[src/rtl/fifo_rd_stream_pkg.sv]
// Shared types for the FIFO read-side stream stage: buffer occupancy states and depth.
package fifo_rd_pkg;

  localparam int BUF_DEPTH = 2;
  localparam int LEVEL_W   = 2;

  typedef enum logic [1:0] {
    S0 = 2'd0,
    S1 = 2'd1,
    S2 = 2'd2
  } occ_state_e;

endpackage

[src/rtl/fifo_rd_stream_if.sv]
// Valid/ready output stream of the FIFO read stage, with buffer occupancy alongside.
interface fifo_rd_stream_if
  import fifo_rd_pkg::*;
#(
  parameter int DATA_WIDTH = 8
);

  logic                  m_valid;
  logic                  m_ready;
  logic [DATA_WIDTH-1:0] m_data;
  logic [LEVEL_W-1:0]    m_level;

  modport master (output m_valid, m_data, m_level, input m_ready);
  modport slave  (input m_valid, m_data, m_level, output m_ready);

endinterface

[src/rtl/fifo_rd_stream_skid.sv]
// Two-entry output buffer (head/tail) whose state is its occupancy; head is always the
// word on the stream, tail only holds the second word captured under backpressure.
module fifo_rd_skid
  import fifo_rd_pkg::*;
#(
  parameter int DATA_WIDTH = 8
) (
  input  logic                  clk,
  input  logic                  rst_n,
  input  logic                  flush,
  input  logic                  push,
  input  logic [DATA_WIDTH-1:0] wdata,
  input  logic                  m_ready,
  output logic                  m_valid,
  output logic [DATA_WIDTH-1:0] m_data,
  output logic [LEVEL_W-1:0]    m_level,
  output occ_state_e            state
);

  occ_state_e            state_q, state_d;
  logic [DATA_WIDTH-1:0] head_q, head_d;
  logic [DATA_WIDTH-1:0] tail_q, tail_d;
  logic                  valid_q, valid_d;
  logic                  pop;

  assign pop = valid_q && m_ready;

  always_comb begin
    state_d = state_q;
    head_d  = head_q;
    tail_d  = tail_q;
    if (flush) begin
      state_d = S0;
    end else begin
      case (state_q)
        S0: begin
          if (push) begin
            state_d = S1;
            head_d  = wdata;
          end
        end
        S1: begin
          if (push && pop) begin
            head_d = wdata;
          end else if (push) begin
            state_d = S2;
            tail_d  = wdata;
          end else if (pop) begin
            state_d = S0;
          end
        end
        S2: begin
          // push is impossible here because r_en is gated off in S2
          if (pop) begin
            state_d = S1;
            head_d  = tail_q;
          end
        end
        default: state_d = S0;
      endcase
    end
    valid_d = (state_d != S0);
  end

  always_ff @(posedge clk) begin
    if (!rst_n) begin
      state_q <= S0;
      head_q  <= '0;
      tail_q  <= '0;
      valid_q <= 1'b0;
    end else begin
      state_q <= state_d;
      head_q  <= head_d;
      tail_q  <= tail_d;
      valid_q <= valid_d;
    end
  end

  assign m_valid = valid_q;
  assign m_data  = head_q;
  assign m_level = state_q;
  assign state   = state_q;

endmodule

[src/rtl/fifo_rd_stream.sv]
// Read-side consumer of the dual-clock FIFO: pops words into a 2-entry buffer and streams them.
// Optional saturating delivered-word counter (pop_count) enabled by FIFO_RD_STREAM_CNT_EN.
module fifo_rd_stream
  import fifo_rd_pkg::*;
#(
  parameter int DATA_WIDTH = 8,
  parameter int CNT_WIDTH  = 16
) (
  input  logic                  rclk,
  input  logic                  rrst_n,
  input  logic                  empty,
  input  logic [DATA_WIDTH-1:0] fifo_rdata,
  output logic                  r_en,
  input  logic                  flush,
  fifo_rd_stream_if.master      m_if
`ifdef FIFO_RD_STREAM_CNT_EN
  ,
  output logic [CNT_WIDTH-1:0]  pop_count
`endif
);

  occ_state_e state;

  // r_en never looks at m_ready, so a full buffer simply stops popping
  assign r_en = rrst_n && !empty && !flush && (state != S2);

  fifo_rd_skid #(
    .DATA_WIDTH (DATA_WIDTH)
  ) u_skid (
    .clk     (rclk),
    .rst_n   (rrst_n),
    .flush   (flush),
    .push    (r_en),
    .wdata   (fifo_rdata),
    .m_ready (m_if.m_ready),
    .m_valid (m_if.m_valid),
    .m_data  (m_if.m_data),
    .m_level (m_if.m_level),
    .state   (state)
  );

`ifdef FIFO_RD_STREAM_CNT_EN
  logic                 pop;
  logic [CNT_WIDTH-1:0] cnt_q, cnt_d;

  assign pop = m_if.m_valid && m_if.m_ready;

  always_comb begin
    cnt_d = cnt_q;
    if (pop && (cnt_q != {CNT_WIDTH{1'b1}})) begin
      cnt_d = cnt_q + 1'b1;
    end
  end

  always_ff @(posedge rclk) begin
    if (!rrst_n) begin
      cnt_q <= '0;
    end else begin
      cnt_q <= cnt_d;
    end
  end

  assign pop_count = cnt_q;
`endif

endmodule
[src/flat_wrapper.sv]
// flat-port wrapper written by rule: the top's interface ports become plain ports
module fifo_rd_stream_flat import fifo_rd_pkg::*;
#(
  parameter int DATA_WIDTH = 8,
  parameter int CNT_WIDTH  = 16
)
  (rclk, rrst_n, empty, fifo_rdata, r_en, flush, m_if_m_valid, m_if_m_data, m_if_m_level, m_if_m_ready);
  fifo_rd_stream_if #(.DATA_WIDTH(DATA_WIDTH)) m_if_i ();
  input  logic rclk;
  input  logic rrst_n;
  input  logic empty;
  input  logic [DATA_WIDTH-1:0] fifo_rdata;
  output logic r_en;
  input  logic flush;
  output wire logic [$bits(m_if_i.m_valid)-1:0] m_if_m_valid;
  output wire logic [$bits(m_if_i.m_data)-1:0] m_if_m_data;
  output wire logic [$bits(m_if_i.m_level)-1:0] m_if_m_level;
  input wire logic [$bits(m_if_i.m_ready)-1:0] m_if_m_ready;
  assign m_if_m_valid = m_if_i.m_valid;
  assign m_if_m_data = m_if_i.m_data;
  assign m_if_m_level = m_if_i.m_level;
  assign m_if_i.m_ready = m_if_m_ready;
  fifo_rd_stream #(.DATA_WIDTH(DATA_WIDTH), .CNT_WIDTH(CNT_WIDTH)) u_core (.rclk(rclk), .rrst_n(rrst_n), .empty(empty), .fifo_rdata(fifo_rdata), .r_en(r_en), .flush(flush), .m_if(m_if_i));
endmodule
[config.mk]
export PLATFORM = sky130hd
export DESIGN_NAME = fifo_rd_stream_flat
export DESIGN_NICKNAME = d
export VERILOG_FILES = /design/src/rtl/fifo_rd_stream_pkg.sv /design/src/rtl/fifo_rd_stream_if.sv /design/src/rtl/fifo_rd_stream_skid.sv /design/src/rtl/fifo_rd_stream.sv /design/src/flat_wrapper.sv
export SDC_FILE = /design/constraint.sdc
export NUM_CORES = 1
export LEC_CHECK = 0
export CAP_MARGIN = 25
export CORE_MARGIN = 2
export CORE_UTILIZATION = 25
export CTS_CLUSTER_DIAMETER = 40
export DETAILED_ROUTE_END_ITERATION = 10
export GPL_TIMING_DRIVEN = 1
export PLACE_DENSITY = 0.54
export SLEW_MARGIN = 20
export SYNTH_ARGS = -nofsm -noshare
export SYNTH_HDL_FRONTEND = slang
export SYNTH_SLANG_ARGS = --single-unit
[constraint.sdc]
create_clock -name rclk -period 2.38 [get_ports rclk]
set_clock_uncertainty 0.05 [all_clocks]
set_input_delay 0.238 -clock rclk [delete_from_list [all_inputs] [get_ports rclk]]
set_output_delay 0.238 -clock rclk [all_outputs]
set_load 0.05 [all_outputs]
# After elaboration in Yosys (flattened, before gate mapping)
# Cells that the tools add are included.
# word_totals
wordCells,35
romBits,0
ram_bits,0
n_memories,0
output_inout_bits,12
register_bits,19
latch_bits,0
# classes
multipliers,0
add_sub_neg,0
bitwise,2
reduce_logical,12
mux,11
n_div,0
magnitude_cmp,0
n_shift,0
n_eq_ne,6
# op_table
op,count
two-way mux 8 bit,3
case mux 8 bit (3 select lines),1
two-way mux 2 bit,6
"!= test 2 bit, second input constant",4
case mux 2 bit (3 select lines),1
logical AND 1 bit,5
AND reduction 5 bit,1
AND reduction 4 bit,1
nonzero test 3 bit,1
"equality test 2 x 1 -> 1 bit, second input constant",1
"equality test 2 bit, second input constant",1
zero test 1 bit,2
zero test 2 bit,1
NOT 1 bit,2
nonzero test 2 bit,1

# Longest topological paths before layout
# Gate-level depths: netlist of the first run.
# depth
depth_word,9
mapped_depth,5
ltp_nobuf,3

# By module
# From an unflattened synthesis of the first run, not the netlist that was laid out.
# hier_totals
hier_cells,99
area_unflattened_um2,983.4
# modules_own_cells
mod,cells_each,n_inst,area_each_um2,seq_area_each_um2
fifo_rd_skid,97,1,954.7,380.4
fifo_rd_stream,2,1,28.8,0.0

# Least setup slack after synthesis of the first run
# No wires, ideal clock.
# synth_path
path_type,reg2out
start,"register u_core.u_skid.state_q[0], in the netlist u_core.u_skid.m_level[0]"
end,output port r_en
required_ns,2.092
arrival_time_ns,1.806
stages_incl_launch_ff,5
path_slack_ns,0.286
path_buffers,1
cell_sequence,dfxtp_1 > nand2b_1 > buf_2 > nand2_1 > nor2_1
# synth_via
elab_chain_cells,2
# synth_lines
item,line,text
from (decl),fifo_rd_stream_skid.sv:20,"occ_state_e state_q, state_d;"
from (signal assigned),fifo_rd_stream_skid.sv:72,state_q <= state_d;
!= test 2 bit,fifo_rd_stream.sv:25,assign r_en = rrst_n && !empty && !flush && (state != S2);
logical AND 1 bit,fifo_rd_stream.sv:25,
to (decl),flat_wrapper.sv:13,output logic r_en;
# No other way between the ends.

# Final worst setup path of the first run
# Ends and elaborated chain as after synthesis.

==> results by group, run 1 <==
Placed design
  – IO buf count: 24
  – Post-DP HPWL: 1.874 mm
  – Setup WS pre-CTS: 498.2 ps
  – Gpl congestion: 0.7859
  – DP Area: 1275 um2

Clock network
  – H-tree depth: 1
  – CTS Buffer Depth: 2
  – Clk_lat worst skew: 250 ps
  – CTS Buf Count: 3
  – Post-CTS sizing: 0
  – # Post-CTS Setup Buffers: 0
  – TritonCTS clock tree: done
  – Hold_buf cts: 0
  – Clk root buf: clkbuf_8
  – Clock Pin Slew Worst Setup and Hold Paths: 70 ps
  – Clock sinks: 19

Power
  – LEAKAGE: 0.4636 nW
  – PD cells: 554.2 nW/um2
  – Peak supply drop: 0.0002501 V

GRT
  – First-pass GRT wire length: 4.140 mm
  – Global-route usage over all layers: 12.31%
  – Grt total ovfl: 0
  – Initial antenna violation count: 0
  – Largest net degree at the start of global routing: 17
  – Vias in the first global route: 823

Yosys
  – Adder-cell share of the synthesized area: 0%
  – Area share of xor/xnor cells in the synthesized design: 0.8353%
  – Synthesized area per cell: 10.70 um2
  – Synth area leaders: dfxtp_1 (36%), o31ai_2 (8.4%), mux2i_1 (7.6%), a221oi_1 (6.7%), a211oi_1 (6.4%)
  – Largest area contributor in the netlist: dfxtp_1
  – Seq/Total Area, Yosys: 36.28%
  – Post-Syn Area: 1049 um2
  – Mux share of post-synthesis cell area: 7.637%
  – Largest family of logic cells by synthesized area: compound AO/OA/AOI/OAI gates
  – Post-synthesis simple-gate area fraction: 13.60%
  – Cell variety after synth: 29
  – Synthesized flop and latch total: 19
  – Mapped Cells: 98
  – YS warnings: 0
  – Syn Nets: 111
  – Compound-gate portion of the synthesized area: 31.98%
  – Share of the synthesized area in the top cell type: 36.28%

Critical path
  – Worst setup EP type: output port
  – Setup crit end: r_en
  – R2R cell count: 3
  – WS Path Type: reg -> out
  – R2R Path End: u_core.u_skid.m_data[0]$_SDFFE_PN0P_
  – Crit path from: u_core.u_skid.m_level[0]$_SDFF_PN0_
  – Worst reg2reg startpoint: u_core.u_skid.m_level[1]$_SDFF_PN0_
  – Crit path max fanout: 11
  – Crit path launch type: flip-flop
  – Worst EP required: 2090 ps
  – R2R Setup Slk: 730 ps
  – Arrival @ worst endpoint: 1700 ps

Route
  – First-pass DRT Iterations: 4
  – Via-to-Cell Ratio: 5.269
  – Remaining DRCs: 0
  – Drt wl/cell: 15.63 um
  – Final WL: 2.610 mm
  – DRT antenna net count: 0
  – Drt first-iter violations: 59
  – Via Count: 880

Floorplan
  – Top Ports: 25
  – Die Ht: 68.76 um
  – Core Region: 4029 um2
  – Initial Utilization: 26.02%
  – FP Rows: 23
  – Die ar.: 4728 um2
  – Die X: 68.76 um

Timing
  – Final hold violation count: 0
  – Slew HR: 57.71%
  – Slew of the pin with the lowest slew margin: 634.4 ps
  – Setup TNS: 0 ps
  – Slew Limit Fails: 0
  – Setup WS post-layout: 387.7 ps
  – FMAX: 501.9 MHz
  – Final min period: 1992 ps
  – Fin crit share: 83.71%
  – Final setup viols: 0
  – RSZ-0062 raised after global routing: false

Layout
  – Area grow syn2layout: 25.90%
  – Cell area after layout: 1320 um2
  – Fin nets: 131
  – Layout cells sized above 1: 17.09%
  – Diodes inserted: 0

Flow run
  – Max_cap viols: 0

Status
  – Run status: complete, no violations

Hold path
  – Hold WC Path Type: reg -> reg
-- critical path, cell delays in order (launching register included) --
cell	delay, ps
dfxtp_1	410
nand2b_1	540
nand2_1	120
nor2_1	210
buf_12	170
-- per-layer routing --
metal,GRT usage [%],part of all wire (%)
met3,3.409,4.4
met1,17.29,49
met2,17.91,46
met5,0,0
met4,4.412,0.65
-- report_power, final --
part           internal, mW  leakage, nW  switching (mW)
Clock                 0.119       0.0228           0.104
Sequential            0.331        0.155         0.00940
Combinational        0.0667        0.286           0.101
-- logic make-up (layout without fill, tap and decap cells) --
logic type	after synthesis	after routing
flops	19	19
xor+xnor	1	1
compound gates	38	38
simple gates	20	20
buf+inv	12	31
mux	8	8
-- cells in the final DEF, fill, tap and decap left out, drive strengths merged, types with 2 or more instances in the layout --
cell	netlist	routed
clkbuf	0	4
buf	9	2
nand2	3	3
mux2i	8	8
clkdlybuf4s50	0	23
dfxtp	19	19
o31ai	9	9
a221oi	8	8
a21oi	9	9
a211oi	9	9
nand4	8	8
-- synthesized netlist by cell type --
| cell | number |
|---|---|
| dfxtp_1 | 19 |
| a211oi_1 | 9 |
| a21oi_1 | 9 |
| a221oi_1 | 8 |
| mux2i_1 | 8 |
| nand4_1 | 8 |
| o31ai_2 | 7 |
| buf_6 | 6 |
| nand2_1 | 3 |
| buf_2 | 2 |
| a21bo_2 | 1 |
| a21o_2 | 1 |
| a22o_4 | 1 |
| and2_1 | 1 |
| and4b_1 | 1 |
| buf_4 | 1 |
| clkinv_1 | 1 |
| dlygate4sd1_1 | 1 |
| inv_1 | 1 |
| nand2b_1 | 1 |
| nor2_1 | 1 |
| nor2b_1 | 1 |
| nor3_4 | 1 |
| nor3b_2 | 1 |
| o31ai_1 | 1 |
| o31ai_4 | 1 |
| or2b_2 | 1 |
| or3b_4 | 1 |
| xnor2_1 | 1 |
-- worst min path at each step --
stage	depth (start not counted)	to	from	slack, ps
3_5_place_dp	2	u_core.u_skid.tail_q[3]$_SDFFE_PN0P_	u_core.u_skid.tail_q[3]$_SDFFE_PN0P_	420
3_3_place_gp	2	u_core.u_skid.tail_q[2]$_SDFFE_PN0P_	u_core.u_skid.tail_q[2]$_SDFFE_PN0P_	400
2_1_floorplan	2	u_core.u_skid.tail_q[6]$_SDFFE_PN0P_	fifo_rdata[6]	340
6_report	2	u_core.u_skid.tail_q[3]$_SDFFE_PN0P_	u_core.u_skid.tail_q[3]$_SDFFE_PN0P_	430
4_1_cts	2	u_core.u_skid.tail_q[3]$_SDFFE_PN0P_	u_core.u_skid.tail_q[3]$_SDFFE_PN0P_	430
5_1_grt	2	u_core.u_skid.tail_q[5]$_SDFFE_PN0P_	u_core.u_skid.tail_q[5]$_SDFFE_PN0P_	440
-- final cells by class --
class                   count  area (um2)
fillers                   440        2709
repair buffers             25       257.7
well taps                  50       62.56
flip-flops and latches     19       380.4
clock buffers               4       45.04
inverters                   2       7.507
multi-input cells          67       566.8
-- metrics by stage --
step / std cells / hold slack, ps / power (mW) / utilization, %
after floorplan: 98 / 337.9 / 0.4574 / -
after global placement: 163 / 403.7 / 0.5136 / 31.65
after detailed placement: 163 / 418.5 / 0.5157 / 31.65
after CTS: 167 / 428.7 / 0.7415 / 32.76
after global routing: 167 / 445.0 / 0.7698 / 32.76
final: 167 / 428.2 / 0.7315 / 32.76
-- state kept, by name (all words and copies together) (netlist names) --
name and count:
u_core.u_skid.m_data 8, u_core.u_skid.m_valid 1, u_core.u_skid.m_level 2, u_core.u_skid.tail_q 8
(Power assumes the default switching activity.)
==> run 2: changes to the inputs <==
--- a/config.mk
+++ b/config.mk
@@ -11,7 +11,7 @@
 export CTS_CLUSTER_DIAMETER = 40
 export DETAILED_ROUTE_END_ITERATION = 10
 export GPL_TIMING_DRIVEN = 1
-export PLACE_DENSITY = 0.54
+export PLACE_DENSITY = 0.56
 export SLEW_MARGIN = 20
 export SYNTH_ARGS = -nofsm -noshare
 export SYNTH_HDL_FRONTEND = slang
==> constraint.sdc (replaced) <==
create_clock -name rclk -period 1.67 [get_ports rclk]
set_clock_uncertainty 0.05 [all_clocks]
set_input_delay 0.167 -clock rclk [delete_from_list [all_inputs] [get_ports rclk]]
set_output_delay 0.167 -clock rclk [all_outputs]
set_load 0.05 [all_outputs]
==> run 2 against run 1 <==
Against the previous run:
- clock-buffer cell count down 1
- wire length down 1.3%
- sequential share of layout area down 1.4 points
- die area unchanged
- first-iteration DRC count down 78%
- final cell count up 4.8%
- setup slack worse by 170 ps
- via count up 2.4%
- sequential cell count unchanged
- combinational power up 51%
- clock power up 45%
- sequential power up 43%
- critical path type unchanged
- critical endpoint unchanged
==> results by group, run 2 (synthesis results as in run 1) <==
Clock network
  – Clock Pin Slew Worst Setup and Hold Paths: 80 ps
  – Clk root buf: clkbuf_8
  – H-tree depth: 1
  – Clock sinks: 19
  – # Post-CTS Setup Buffers: 0
  – Post-CTS sizing: 1
  – Clk_lat worst skew: 250 ps
  – Hold_buf cts: 0
  – TritonCTS clock tree: done
  – CTS Buf Count: 3
  – CTS Buffer Depth: 2

Placed design
  – Post-DP HPWL: 1.943 mm
  – Setup WS pre-CTS: 2.537 ps
  – IO buf count: 24
  – DP Area: 1341 um2
  – Inst Count DP: 171
  – Gpl congestion: 0.7930

Layout
  – Cell area after layout: 1396 um2
  – Cell Count, Final, Fillers Out: 175
  – Footprint of the multi-input gates: 581.8 um2
  – Diodes inserted: 0
  – Register Area: 382.9 um2
  – Commonest cells after routing, fill and taps aside: buf_4 (18), dfxtp_1 (17), clkdlybuf4s50_1 (12)
  – Commonest non-fill, non-tap cell in the layout: buf_4
  – Fill cells: 413
  – Layout cells sized above 1: 35.20%
  – Fin nets: 139
  – Area grow syn2layout: 33.17%

Power
  – LEAKAGE: 0.5351 nW
  – PD cells: 760.0 nW/um2
  – Total power: 1.061 mW
  – Peak supply drop: 0.0002401 V

Route
  – Via Count: 901
  – Via-to-Cell Ratio: 5.149
  – Remaining DRCs: 0
  – Drt wl/cell: 14.71 um
  – Drt first-iter violations: 13
  – DRT antenna net count: 0
  – Final WL: 2.575 mm
  – First-pass DRT Iterations: 4

Timing
  – Fin crit share: 86.84%
  – Slew HR: 61.33%
  – RSZ-0062 raised after global routing: false
  – Setup WS post-layout: 219.8 ps
  – Final hold violation count: 0
  – Setup TNS: 0 ps
  – Final min period: 1450 ps
  – Final setup viols: 0
  – Slew Limit Fails: 0
  – Slew of the pin with the lowest slew margin: 580.1 ps
  – FMAX: 689.6 MHz

Hold path
  – Hold WC Path Type: reg -> reg

Floorplan
  – Die X: 68.76 um
  – Die ar.: 4728 um2
  – FP Rows: 23
  – Core Region: 4029 um2
  – Top Ports: 25
  – Die Ht: 68.76 um
  – Initial Utilization: 26.02%

GRT
  – Initial antenna violation count: 0
  – First-pass GRT wire length: 4.284 mm
  – Largest net degree at the start of global routing: 17
  – Grt total ovfl: 0
  – Global-route usage over all layers: 11.91%
  – Vias in the first global route: 839

Critical path
  – Critical-path cell with the highest stage delay: dfxtp_2
  – Worst-path cell chain: nand2b_4, nand2_1, nor2_4, buf_12
  – WS Path Type: reg -> out
  – Crit path launch type: flip-flop
  – Worst EP required: 1450 ps
  – Worst setup EP type: output port
  – Crit path max fanout: 11
  – CP peak stage delay: 370 ps
  – Arrival @ worst endpoint: 1230 ps

Flow run
  – Max_cap viols: 0

Status
  – Run status: complete, no violations
run 2: changes by cell type in the layout (fill, tap and decap cells not counted), sizes merged:
cell           delta
buf              +19
clkdlybuf4s50    -11
clkbuf            -1
clkinv            +1
run 2: path summary, 6_finish.rpt:
check	startpoint	to	slack [ps]	cells after the start
hold reg to reg	u_core.u_skid.tail_q[7]$_SDFFE_PN0P_	u_core.u_skid.tail_q[7]$_SDFFE_PN0P_	430	2
hold / removal	u_core.u_skid.tail_q[7]$_SDFFE_PN0P_	u_core.u_skid.tail_q[7]$_SDFFE_PN0P_	430	2
setup / recovery	u_core.u_skid.m_level[0]$_SDFF_PN0_	r_en	220	4
setup reg to reg	u_core.u_skid.m_level[1]$_SDFF_PN0_	u_core.u_skid.m_data[4]$_SDFFE_PN0P_	230	3
run 2: per-layer routing:
layer / share of wire [%] / GRT usage (%)
met1: 50 / 17.01
met4: 0.54 / 2.941
met5: 0 / 0
met3: 3.7 / 1.623
met2: 46 / 18.87
run 2: layout make-up:
cell class / instances / share of cell area, %
Sequential cell: 19 / 27.42
Clock inverter: 1 / 0.3584
Tap cell: 50 / 4.480
Timing Repair Buffer: 33 / 22.58
Clock buffer: 3 / 2.957
Multi-Input combinational cell: 67 / 41.67
Inverter: 2 / 0.5376
run 2: report_power, final:
part | total (mW) | internal, mW | switching (mW)
clock network | 0.323 | 0.166 | 0.157
registers | 0.485 | 0.472 | 0.0131
logic | 0.253 | 0.105 | 0.148
total | 1.06 | 0.743 | 0.318
run 2: critical path: cells and delay by family (launching register included):
kind                   cells  cell delay (ps)
AND/OR/NAND/NOR            3              470
flip-flops                 1              370
buffers and inverters      1              140
run 2: through the flow:
step	util, %	hold WS (ps)
4_1_cts	34.50	424.7
3_3_place_gp	33.29	405.5
5_1_grt	34.66	434.6
6_report	34.66	425.5
2_1_floorplan	-	266.9
3_5_place_dp	33.29	414.3
